**src/rtl/nbcac_tx_scheduler_pkg.sv**
```systemverilog
// Shared widths and FIFO entry layout for the NBCAC transmit scheduler.
package nbcac_tx_scheduler_pkg;

  localparam int unsigned NBCAC_DATA_W = 16;
  localparam int unsigned NBCAC_CODE_W = 23;

  typedef struct packed {
    logic [NBCAC_DATA_W-1:0] data;
    logic                    tag;
  } fifo_entry_t;

  // Round-robin hand-off: after a grant the other requester gets priority.
  function automatic logic next_prio(input logic winner);
    return ~winner;
  endfunction

endpackage

```
**src/rtl/nbcac_16di_encoder_core.sv**
```systemverilog
// Combinational 16-bit to 23-wire NBCAC encoder: data bit pairs separated by grounded shields.
module nbcac_16di_encoder_core
  import nbcac_tx_scheduler_pkg::*;
(
  input  logic [NBCAC_DATA_W-1:0] data,
  output logic [NBCAC_CODE_W:1]   code
);

  // Wire 3g+1/3g+2 carry data pair g; wire 3g+3 is a shield held at 0.
  always_comb begin
    code = '0;
    for (int g = 0; g < 8; g++) begin
      code[3*g+1] = data[2*g];
      code[3*g+2] = data[2*g+1];
    end
  end

endmodule

```
**src/rtl/nbcac_tx_fifo.sv**
```systemverilog
// Tagged word FIFO with synchronous reset; head entry is read combinationally.
module nbcac_tx_fifo
  import nbcac_tx_scheduler_pkg::*;
#(
  parameter int unsigned FIFO_DEPTH = 4
) (
  input  logic                          clock,
  input  logic                          rst,
  input  logic                          push,
  input  fifo_entry_t                   wdata,
  input  logic                          pop,
  output fifo_entry_t                   rdata,
  output logic [$clog2(FIFO_DEPTH):0]   count,
  output logic                          full,
  output logic                          empty
);

  localparam int unsigned PtrW = $clog2(FIFO_DEPTH);
  localparam int unsigned CntW = PtrW + 1;

  if (FIFO_DEPTH < 2 || FIFO_DEPTH > 16 || (FIFO_DEPTH & (FIFO_DEPTH - 1)) != 0) begin : g_bad_depth
    $error("nbcac_tx_fifo: FIFO_DEPTH must be a power of two in 2..16");
  end

  fifo_entry_t         mem_q [FIFO_DEPTH];
  logic [PtrW-1:0]     wptr_q, wptr_d;
  logic [PtrW-1:0]     rptr_q, rptr_d;
  logic [CntW-1:0]     count_q, count_d;
  logic                push_ok, pop_ok;

  assign full    = (count_q == CntW'(FIFO_DEPTH));
  assign empty   = (count_q == '0);
  assign push_ok = push && !full;
  assign pop_ok  = pop && !empty;
  assign rdata   = mem_q[rptr_q];
  assign count   = count_q;

  // Pointers wrap naturally because the depth is a power of two.
  always_comb begin
    wptr_d  = wptr_q;
    rptr_d  = rptr_q;
    count_d = count_q;
    if (push_ok) begin
      wptr_d = wptr_q + 1'b1;
    end
    if (pop_ok) begin
      rptr_d = rptr_q + 1'b1;
    end
    unique case ({push_ok, pop_ok})
      2'b10:   count_d = count_q + 1'b1;
      2'b01:   count_d = count_q - 1'b1;
      default: count_d = count_q;
    endcase
  end

  always_ff @(posedge clock) begin
    if (rst) begin
      wptr_q  <= '0;
      rptr_q  <= '0;
      count_q <= '0;
    end else begin
      wptr_q  <= wptr_d;
      rptr_q  <= rptr_d;
      count_q <= count_d;
    end
  end

  always_ff @(posedge clock) begin
    if (push_ok) begin
      mem_q[wptr_q] <= wdata;
    end
  end

endmodule

```
**src/rtl/nbcac_tx_scheduler.sv**
```systemverilog
// Two-requester round-robin scheduler feeding a FIFO and a registered NBCAC bus driver.
module nbcac_tx_scheduler
  import nbcac_tx_scheduler_pkg::*;
#(
  parameter int unsigned FIFO_DEPTH = 4
) (
  input  logic                          clock,
  input  logic                          rst,
  input  logic [1:0]                    req_valid,
  input  logic [NBCAC_DATA_W-1:0]       req_data0,
  input  logic [NBCAC_DATA_W-1:0]       req_data1,
  output logic [1:0]                    req_ready,
  input  logic                          link_en,
  output logic [NBCAC_CODE_W:1]         codeout,
  output logic                          code_valid,
  output logic                          code_src,
  output logic [$clog2(FIFO_DEPTH):0]   fifo_count,
  output logic [15:0]                   sent_cnt
);

  logic                  prio_q, prio_d;
  logic                  winner;
  logic                  push, pop;
  logic                  fifo_full, fifo_empty;
  fifo_entry_t           push_entry, head_entry;
  logic [NBCAC_CODE_W:1] head_code;

  logic [NBCAC_CODE_W:1] codeout_q;
  logic                  code_valid_q;
  logic                  code_src_q;
  logic [15:0]           sent_cnt_q;

  always_comb begin
    winner = 1'b0;
    case (req_valid)
      2'b01:   winner = 1'b0;
      2'b10:   winner = 1'b1;
      2'b11:   winner = prio_q;
      default: winner = 1'b0;
    endcase

    // No pass-through at full: ready depends only on current occupancy.
    req_ready = 2'b00;
    if (!rst && !fifo_full && (req_valid != 2'b00)) begin
      req_ready[winner] = 1'b1;
    end

    push            = (req_ready != 2'b00);
    push_entry.data = winner ? req_data1 : req_data0;
    push_entry.tag  = winner;
    prio_d          = push ? next_prio(winner) : prio_q;
    pop             = link_en && !fifo_empty;
  end

  nbcac_tx_fifo #(
    .FIFO_DEPTH (FIFO_DEPTH)
  ) u_fifo (
    .clock (clock),
    .rst   (rst),
    .push  (push),
    .wdata (push_entry),
    .pop   (pop),
    .rdata (head_entry),
    .count (fifo_count),
    .full  (fifo_full),
    .empty (fifo_empty)
  );

  nbcac_16di_encoder_core u_encoder (
    .data (head_entry.data),
    .code (head_code)
  );

  // Bus register only updates on pop, so an idle bus sees no transitions.
  always_ff @(posedge clock) begin
    if (rst) begin
      prio_q       <= 1'b0;
      codeout_q    <= '0;
      code_valid_q <= 1'b0;
      code_src_q   <= 1'b0;
      sent_cnt_q   <= '0;
    end else begin
      prio_q       <= prio_d;
      code_valid_q <= pop;
      if (pop) begin
        codeout_q  <= head_code;
        code_src_q <= head_entry.tag;
        sent_cnt_q <= sent_cnt_q + 16'd1;
      end
    end
  end

  assign codeout    = codeout_q;
  assign code_valid = code_valid_q;
  assign code_src   = code_src_q;
  assign sent_cnt   = sent_cnt_q;

endmodule

```
**config.mk**
```make
export PLATFORM = sky130hd
export DESIGN_NAME = nbcac_tx_scheduler
export DESIGN_NICKNAME = d
export VERILOG_FILES = /design/src/rtl/nbcac_tx_scheduler_pkg.sv /design/src/rtl/nbcac_16di_encoder_core.sv /design/src/rtl/nbcac_tx_fifo.sv /design/src/rtl/nbcac_tx_scheduler.sv
export SDC_FILE = /design/constraint.sdc
export NUM_CORES = 1
export LEC_CHECK = 0
export ABC_AREA = 1
export CAP_MARGIN = 20
export CORE_MARGIN = 1.5
export CORE_UTILIZATION = 52
export DETAILED_ROUTE_END_ITERATION = 8
export GPL_TIMING_DRIVEN = 0
export PLACE_DENSITY = 0.79
export SKIP_CTS_REPAIR_TIMING = 1
export SLEW_MARGIN = 10
export SYNTH_ARGS = -nofsm -noshare
export SYNTH_HDL_FRONTEND = slang
export SYNTH_SLANG_ARGS = --single-unit
```
**constraint.sdc**
```tcl
create_clock -name clock -period 2.8 [get_ports clock]
set_input_delay 0.84 -clock clock [delete_from_list [all_inputs] [get_ports clock]]
set_output_delay 0.84 -clock clock [all_outputs]
set_load 0.005 [all_outputs]
```
After elaboration in Yosys (flattened, before gate mapping)
Memory sizes are Yosys's and may differ from the RTL's. A register that Yosys moved wholly into a read port is not among the register bits.
Index checks and enable logic that the tools add are counted.
Widths: inputs -> output; s select.

word-level totals
  register bits after elaboration = 25
  memory bits (writable) = 68
  input port bits = 37
  output and inout port bits = 46
  memories kept = 1

memory list
  memory        words  bits a word  rd ports  clocked after Yosys merged registers in  write ports  line                 source
  u_fifo.mem_q  4      17           1         1                                        1            nbcac_tx_fifo.sv:25  fifo_entry_t mem_q [FIFO_DEPTH];

cells by class
  add/subtract/negate cells = 5
  $lt $le $gt $ge = 2
  equality and inequality tests = 5
  muxes and demuxes = 8
  bitwise logic cells = 1
  reduce and logical (&&, ||, !) cells = 13

operator list
  operator               number
  $add 16x1->16 const B  1
  $mux 16                1
  $eq 2x2->1 const B     3
  $logic_and 1x1->1      6
  $pmux 3 s2             1
  $reduce_bool 2->1      3
  $add 2x1->2 const B    2
  $add 3x1->3 const B    1
  $eq 3x3->1 const B     1
  $logic_not 1->1        3
  $logic_not 3->1        1
  $mux 1                 3
  $sub 3x1->3 const B    1
  $eq 2x1->1 const B     1
  $lt 1x2->1 const B     1
  $mux 2                 1
  $pmux 1 s2             1
  $demux 1 s1            1
  $ge 1x1->1 const B     1
  $not 1->1              1

Depth between registers and ports, before layout
Gate-level depths: netlist of run 1.

  word-level depth = 11
  gate-level depth with buffers = 11

Hierarchy
Synthesis of run 1 repeated with hierarchy kept, for this count alone.

second synthesis, totals
  cells, all modules = 545
  area, all modules = 5225.0 um^2

modules (own cells, without submodules)
  module                   times used  cells an instance  area an instance (um^2)
  nbcac_tx_fifo            1           234                3083.0
  nbcac_tx_scheduler       1           287                1965.6
  nbcac_16di_encoder_core  1           24                 176.4

Least setup slack after synthesis of run 1
Ideal clock, no wire load.

  path type = input-to-reg
  start point = in rst
  end point = mem u_fifo.mem_q[0][0] (netlist bit), enable pin
  setup time = 0.391 ns
  arrival time = 2.104 ns
  path slack = 0.305 ns
  cell stages on the path = 5
  path through = buf_4 -> inv_2 -> o211ai_1 -> buf_2 -> nor2_1

on the way
  longest elaborated chain between the ends = 8

ends and longest elaborated chain
  item                             line                      source
  from (decl)                      nbcac_tx_scheduler.sv:8   input logic rst,
  $logic_not 1->1                  nbcac_tx_scheduler.sv:44  if (!rst && !fifo_full && (req_valid != 2'b00)) begin
  $logic_and 1x1->1 (2 in series)  nbcac_tx_scheduler.sv:44
  $mux 2                           nbcac_tx_scheduler.sv:44
  $reduce_bool 2->1                nbcac_tx_scheduler.sv:48  push = (req_ready != 2'b00);
  $logic_and 1x1->1                nbcac_tx_fifo.sv:33       assign push_ok = push && !full;
  $mux 1                           nbcac_tx_fifo.sv:69       if (push_ok) begin
  $mux 1 (implied by the code)     nbcac_tx_fifo.sv:70       mem_q[wptr_q] <= wdata;
  to (decl)                        nbcac_tx_fifo.sv:25

Every way passes these cells.

Worst setup path after layout of run 1
  start point = in link_en
  end point = reg u_fifo.count_q[2], in the netlist u_fifo.count[2]

on the way
  longest elaborated chain between the ends = 4

ends and longest elaborated chain
  item                                                    line                      source
  from (decl)                                             nbcac_tx_scheduler.sv:13  input logic link_en,
  $logic_and 1x1->1 *                                     nbcac_tx_scheduler.sv:52  pop = link_en && !fifo_empty;
  $logic_and 1x1->1 *                                     nbcac_tx_fifo.sv:34       assign pop_ok = pop && !empty;
  $eq 2x1->1 / $eq 2x2->1 (equally long branches)         nbcac_tx_fifo.sv:49       unique case ({push_ok, pop_ok})
  $pmux 3 s2 / $reduce_bool 2->1 (equally long branches)  n/a
  to (signal assigned)                                    nbcac_tx_fifo.sv:64       count_q <= count_d;
  to (decl)                                               nbcac_tx_fifo.sv:28       logic [CntW-1:0] count_q, count_d;

Mark *: on every way between the ends. The rest lies on a longest branch, timed or not.
A chain may end at the register's enable or synchronous reset.

==> out/results.txt, run 1 <==
floorplan row count -> 34
CTS tree -> done
clock slew at reported path FFs -> 0.11 ns
max-cap violation count -> 0
post-route cell area -> 5930 µm²
FF+latch count, synth -> 110
status -> complete, no violations
Worst R2R Setup Slack -> 0.55 ns
Peak VDD IR -> 0.000345 V
synth warn -> 0
share of cells above drive strength 1 -> 11.9%
HP Class -> reg -> reg
Hold Fails Final Rpt -> 0
DR iter-0 viols -> 255
number of CTS-inserted buffers -> 9
EDFF count, synth -> 68
Mapped Area -> 4670 µm²
Syn Area/Cell -> 9.62 µm²
Post-route DRC -> 0
DIE HEIGHT -> 97.7 µm
Inserted Diodes -> 0
clock buffer depth -> 2
Main synth FF type -> edfxtp_1
arrival time at the worst endpoint -> 2.98 ns
clock root buffer -> clkbuf_8
Initial Util -> 53.5%
actual slew at the worst max-slew pin -> 0.614 ns
synth cell count leaders -> nor2_1 (98), nand2_1 (82), edfxtp_1 (68), o21ai_0 (60), dfxtp_1 (42)
Final min period -> 2.70 ns
Worst Reg-to-Reg Cells -> 11
top cell type's share of synthesized area -> 43.8%
Post-Route Skew -> 0.0133 ns
placed insts -> 677
die area -> 9550 µm²
initial antenna violation count -> 0
Slew Limit Fails -> 0
IO Count -> 83
RSZ-0062 raised after global routing -> no
Die X -> 97.7 µm
Worst Min Path Start -> prio_q$_SDFFE_PP0N_
Yosys top cell by area -> edfxtp_1
Final Wtd Congestion -> 0.802
drt wl/cell -> 16.0 µm
Reg-to-Reg Start -> u_fifo.count[0]$_SDFFE_PP0P_
register area share after synthesis -> 61.8%
total power -> 4.29 mW
RR Endpoint -> u_fifo.count[2]$_SDFFE_PP0P_
area grow syn2layout -> 27.0%
startpoint types -> primary input
Final setup viols -> 0
Final nets -> 628
DR vias/cell -> 5.40
total grt overflow -> 0
non-filler cells, final -> 697
Synth Instances -> 485
Setup TNS -> 0 ns
number of routed nets with antenna violations -> 0
number of global-route vias before repair -> 3,585
Hold Path Cell Cnt -> 2
vias -> 3,761
hpwl dp -> 7650 µm
largest net degree at the start of global routing -> 20
CP Capture Type -> flip-flop
Crit Path Max Fanout -> 19
period utilization -> 96.6%
clk sinks -> 110
kind of critical path -> in -> reg
Synth cell types -> 33
H-tree depth -> 3
Req. time, crit path -> 3.07 ns
Post-Route WL -> 11,100 µm
drt pass-1 iters -> 5
top-count cell post-synth -> nor2_1
Worst Hold Endpoint -> prio_q$_SDFFE_PP0N_
Leakage -> 2.26 nW
layout filler cell count -> 695
synth top area cells -> edfxtp_1 (44%), dfxtp_1 (18%), nor2_1 (7.9%)
Max Fclk -> 370 MHz
placed cell areas -> 5630 µm²
worst hold slack -> 0.531 ns
Total GRT Usage -> 22.8%
IO Port Bufs -> 74
first-pass GRT wire length -> 17,100 µm
Max-slew headroom -> 59.0%
pwr dens -> 725 nW/µm²
clk_lat worst skew -> 0.38 ns
async set-reset flop share out of synthesis -> 0%
core area -> 8720 µm²
## metrics by stage
step                worst slack (ns)  util, %
finish                        0.0954     68.0
CTS                           -0.809     66.6
global placement              -0.779     63.8
detailed placement            -0.810     64.5
global route                 0.00188     68.0
floorplan                      0.305        -
## kinds of logic after synthesis
group	synth area share (%)
simple gates	18.2
compound gates	11.4
other cells	0.0804
flops	61.8
xor+xnor	0.375
buf+inv	6.14
fa+ha+maj	2.04
## cell usage in the layout (no fill, tap or decap), types with 12 or more instances in the layout
cell,synthesis,routed
nor2_1,98,94
nand2_1,82,82
clkdlybuf4s50_1,0,70
edfxtp_1,68,68
o21ai_0,60,60
dfxtp_1,42,42
inv_1,28,27
a31oi_1,18,18
a21oi_1,13,13
buf_4,9,12
## where the power goes
group / switching [mW] / leakage, nW / total (mW) / internal [mW]
clock network: 0.562 / 0.0881 / 0.898 / 0.336
logic: 0.744 / 1.21 / 1.31 / 0.567
registers: 0.117 / 0.967 / 2.09 / 1.97
## per-layer routing
layer | vias up | global-route usage (%) | share of wire, %
li1 | 1813 | - | -
met1 | 1758 | 27.2 | 40
met2 | 176 | 41.5 | 52
met3 | 14 | 3.36 | 7.5
met4 | 0 | 8.68 | 1.3
met5 | - | 0 | 0
## worst max-delay path, stage by stage
cell,delay [ns]
clkdlybuf4s50_1,0.54
a21boi_4,0.27
buf_12,0.19
ha_1,0.17
inv_1,0.07
fa_1,0.39
a21oi_1,0.16
o21ai_0,0.11
o21ai_0,0.16
a21oi_1,0.07
## sequential cells by signal, summed over array words and instances, names as in the netlist
signal	flops
u_fifo.mem_q	68
codeout	16
sent_cnt	16
u_fifo.count	3
u_fifo.rptr_q	2
u_fifo.wptr_q	2
code_src	1
code_valid	1
prio_q	1
## area by class of cell
cell class | instances | area [µm²] | share of cell area, %
sequential | 110 | 2880 | 48.6
multi-input combinational | 320 | 1550 | 26.1
timing repair buffer | 83 | 871 | 14.7
buffer | 28 | 191 | 3.23
tap | 108 | 135 | 2.28
clock buffer | 9 | 124 | 2.09
inverter | 32 | 120 | 2.03
clock inverter | 7 | 57.6 | 0.971
## how the worst max path moves through the flow
stage / start / end / slack, ns / cells past startpoint
6_report: link_en / u_fifo.count[2]$_SDFFE_PP0P_ / 0.1 / 10
4_1_cts: req_valid[0] / req_ready[1] / -0.81 / 6
2_1_floorplan: rst / u_fifo.mem_q[0][0]$_DFFE_PP_ / 0.31 / 5
3_3_place_gp: req_valid[0] / req_ready[1] / -0.78 / 6
3_5_place_dp: req_valid[0] / req_ready[1] / -0.81 / 6
5_1_grt: link_en / u_fifo.count[2]$_SDFFE_PP0P_ / 0.002 / 10
Note: power is estimated with default switching activity, not from simulation.
==> run 2: changes to the inputs <==
- CORE_UTILIZATION: 52 -> 55
- GPL_ROUTABILITY_DRIVEN: not set -> 0
- PLACE_DENSITY: 0.79 -> 0.83
- clock period: 2.8 -> 3.2 ns (I/O delays scaled with it)
==> run 2 against run 1 <==
Effect of this change: total power fell by 11%; non-clock buffer count grew 3; via count rose by 0.27%; largest cell class unchanged; largest power group unchanged.
==> out/results.txt, run 2 (synthesis results as in run 1) <==
status -> complete, no violations
Initial Util -> 56.8%
first-pass GRT wire length -> 16,700 µm
post-route cell area -> 5920 µm²
Inserted Diodes -> 0
Max-slew headroom -> 62.2%
clock slew at reported path FFs -> 0.11 ns
max-cap violation count -> 0
total power -> 3.84 mW
commonest non-fill, non-tap cell in the layout -> nor2_1
CTS tree -> done
actual slew at the worst max-slew pin -> 0.566 ns
Biggest register -> u_fifo.mem_q
Crit Path Max Fanout -> 9
arrival time at the worst endpoint -> 2.18 ns
Setup TNS -> 0 ns
Final setup viols -> 0
startpoint types -> primary input
Post-Route WL -> 11,200 µm
Reg-to-Reg Start -> u_fifo.count[2]$_SDFFE_PP0P_
core area -> 8220 µm²
number of CTS-inserted buffers -> 9
placed insts -> 674
Max Fclk -> 318 MHz
initial antenna violation count -> 0
CP Capture Type -> primary output
Hold Fails Final Rpt -> 0
Final nets -> 631
IO Count -> 83
Slew Limit Fails -> 0
pwr dens -> 648 nW/µm²
clock buffer depth -> 2
Req. time, crit path -> 2.24 ns
non-filler cells, final -> 696
number of routed nets with antenna violations -> 0
share of cells above drive strength 1 -> 12.4%
largest net degree at the start of global routing -> 20
number of global-route vias before repair -> 3,610
final core utilization -> 72.0%
DR vias/cell -> 5.42
Leakage -> 2.24 nW
clock root buffer -> clkbuf_8
Worst Reg-to-Reg Cells -> 11
Total GRT Usage -> 25.2%
Worst R2R Setup Slack -> 0.79 ns
Worst Min Path Start -> prio_q$_SDFFE_PP0N_
hpwl dp -> 7550 µm
Worst Hold Endpoint -> prio_q$_SDFFE_PP0N_
vias -> 3,771
RR Endpoint -> u_fifo.count[2]$_SDFFE_PP0P_
commonest cells after routing, fill and taps aside -> nor2_1 (94), nand2_1 (81), clkdlybuf4s50_1 (72)
DR iter-0 viols -> 289
Final min period -> 3.14 ns
area grow syn2layout -> 26.8%
die area -> 9050 µm²
placed cell areas -> 5630 µm²
HP Class -> reg -> reg
Hold Path Cell Cnt -> 2
DIE HEIGHT -> 95.1 µm
clk_lat worst skew -> 0.37 ns
IO Port Bufs -> 74
Post-route DRC -> 0
Die X -> 95.1 µm
H-tree depth -> 3
drt pass-1 iters -> 5
floorplan row count -> 33
period utilization -> 98.3%
Peak VDD IR -> 0.000352 V
total grt overflow -> 0
layout filler cell count -> 558
Post-Route Skew -> 0.0126 ns
drt wl/cell -> 16.1 µm
kind of critical path -> in -> out
number of flip-flops under the largest register name -> 68
clk sinks -> 110
## run 2: cell count changes in the layout (fill, tap and decap cells not counted), sizes merged
cell,change
buf,+3
clkdlybuf4s50,+2
dlymetal6s2s,-2
bufinv,+1
clkinvlp,-2
## run 2: report_power, final
part | leakage, nW | internal (mW) | switching [mW]
sequential | 0.967 | 1.72 | 0.108
combinational | 1.17 | 0.484 | 0.661
clock | 0.104 | 0.375 | 0.487
total | 2.24 | 2.58 | 1.26
## run 2: critical path, cell delays in order
cell and delay [ns]:
buf_4 0.15, inv_2 0.14, o211ai_1 0.16, buf_4 0.19
nor2_1 0.08, clkdlybuf4s50_1 0.50
## run 2: cell type report
| cell class | instances | area, µm² | share of cell area (%) |
|---|---|---|---|
| repair buffers | 85 | 855 | 14.4 |
| inverters | 32 | 120 | 2.03 |
| well taps | 105 | 131 | 2.22 |
| multi-input cells | 320 | 1550 | 26.2 |
| flip-flops and latches | 110 | 2880 | 48.7 |
| clock buffers | 9 | 124 | 2.09 |
| clock inverters | 6 | 78.8 | 1.33 |
| plain buffers | 29 | 178 | 3.00 |
## run 2: worst max-delay path by stage
stage,from,endpoint,slack [ns],cells after the start
global placement,req_valid[0],req_ready[1],-0.59,6
CTS,req_valid[0],req_ready[1],-0.62,6
floorplan,rst,u_fifo.mem_q[0][0]$_DFFE_PP_,0.59,5
detailed placement,req_valid[0],req_ready[1],-0.62,6
global route,rst,req_ready[1],-0.008,6
finish,rst,req_ready[1],0.06,6
## run 2: layer usage
metal	GRT usage [%]	up-vias	part of all wire, %
met5	0	-	0
met4	12.6	0	1.6
met3	5.50	18	8.0
met2	45.2	191	51
met1	27.9	1743	39
li1	-	1819	-
## run 2: stage by stage
stage / setup WS (ns) / hold WS, ns
finish: 0.0553 / 0.511
global route: -0.00836 / 0.553
CTS: -0.623 / 0.495
detailed placement: -0.621 / 0.480
global placement: -0.589 / 0.467
floorplan: 0.585 / 0.457
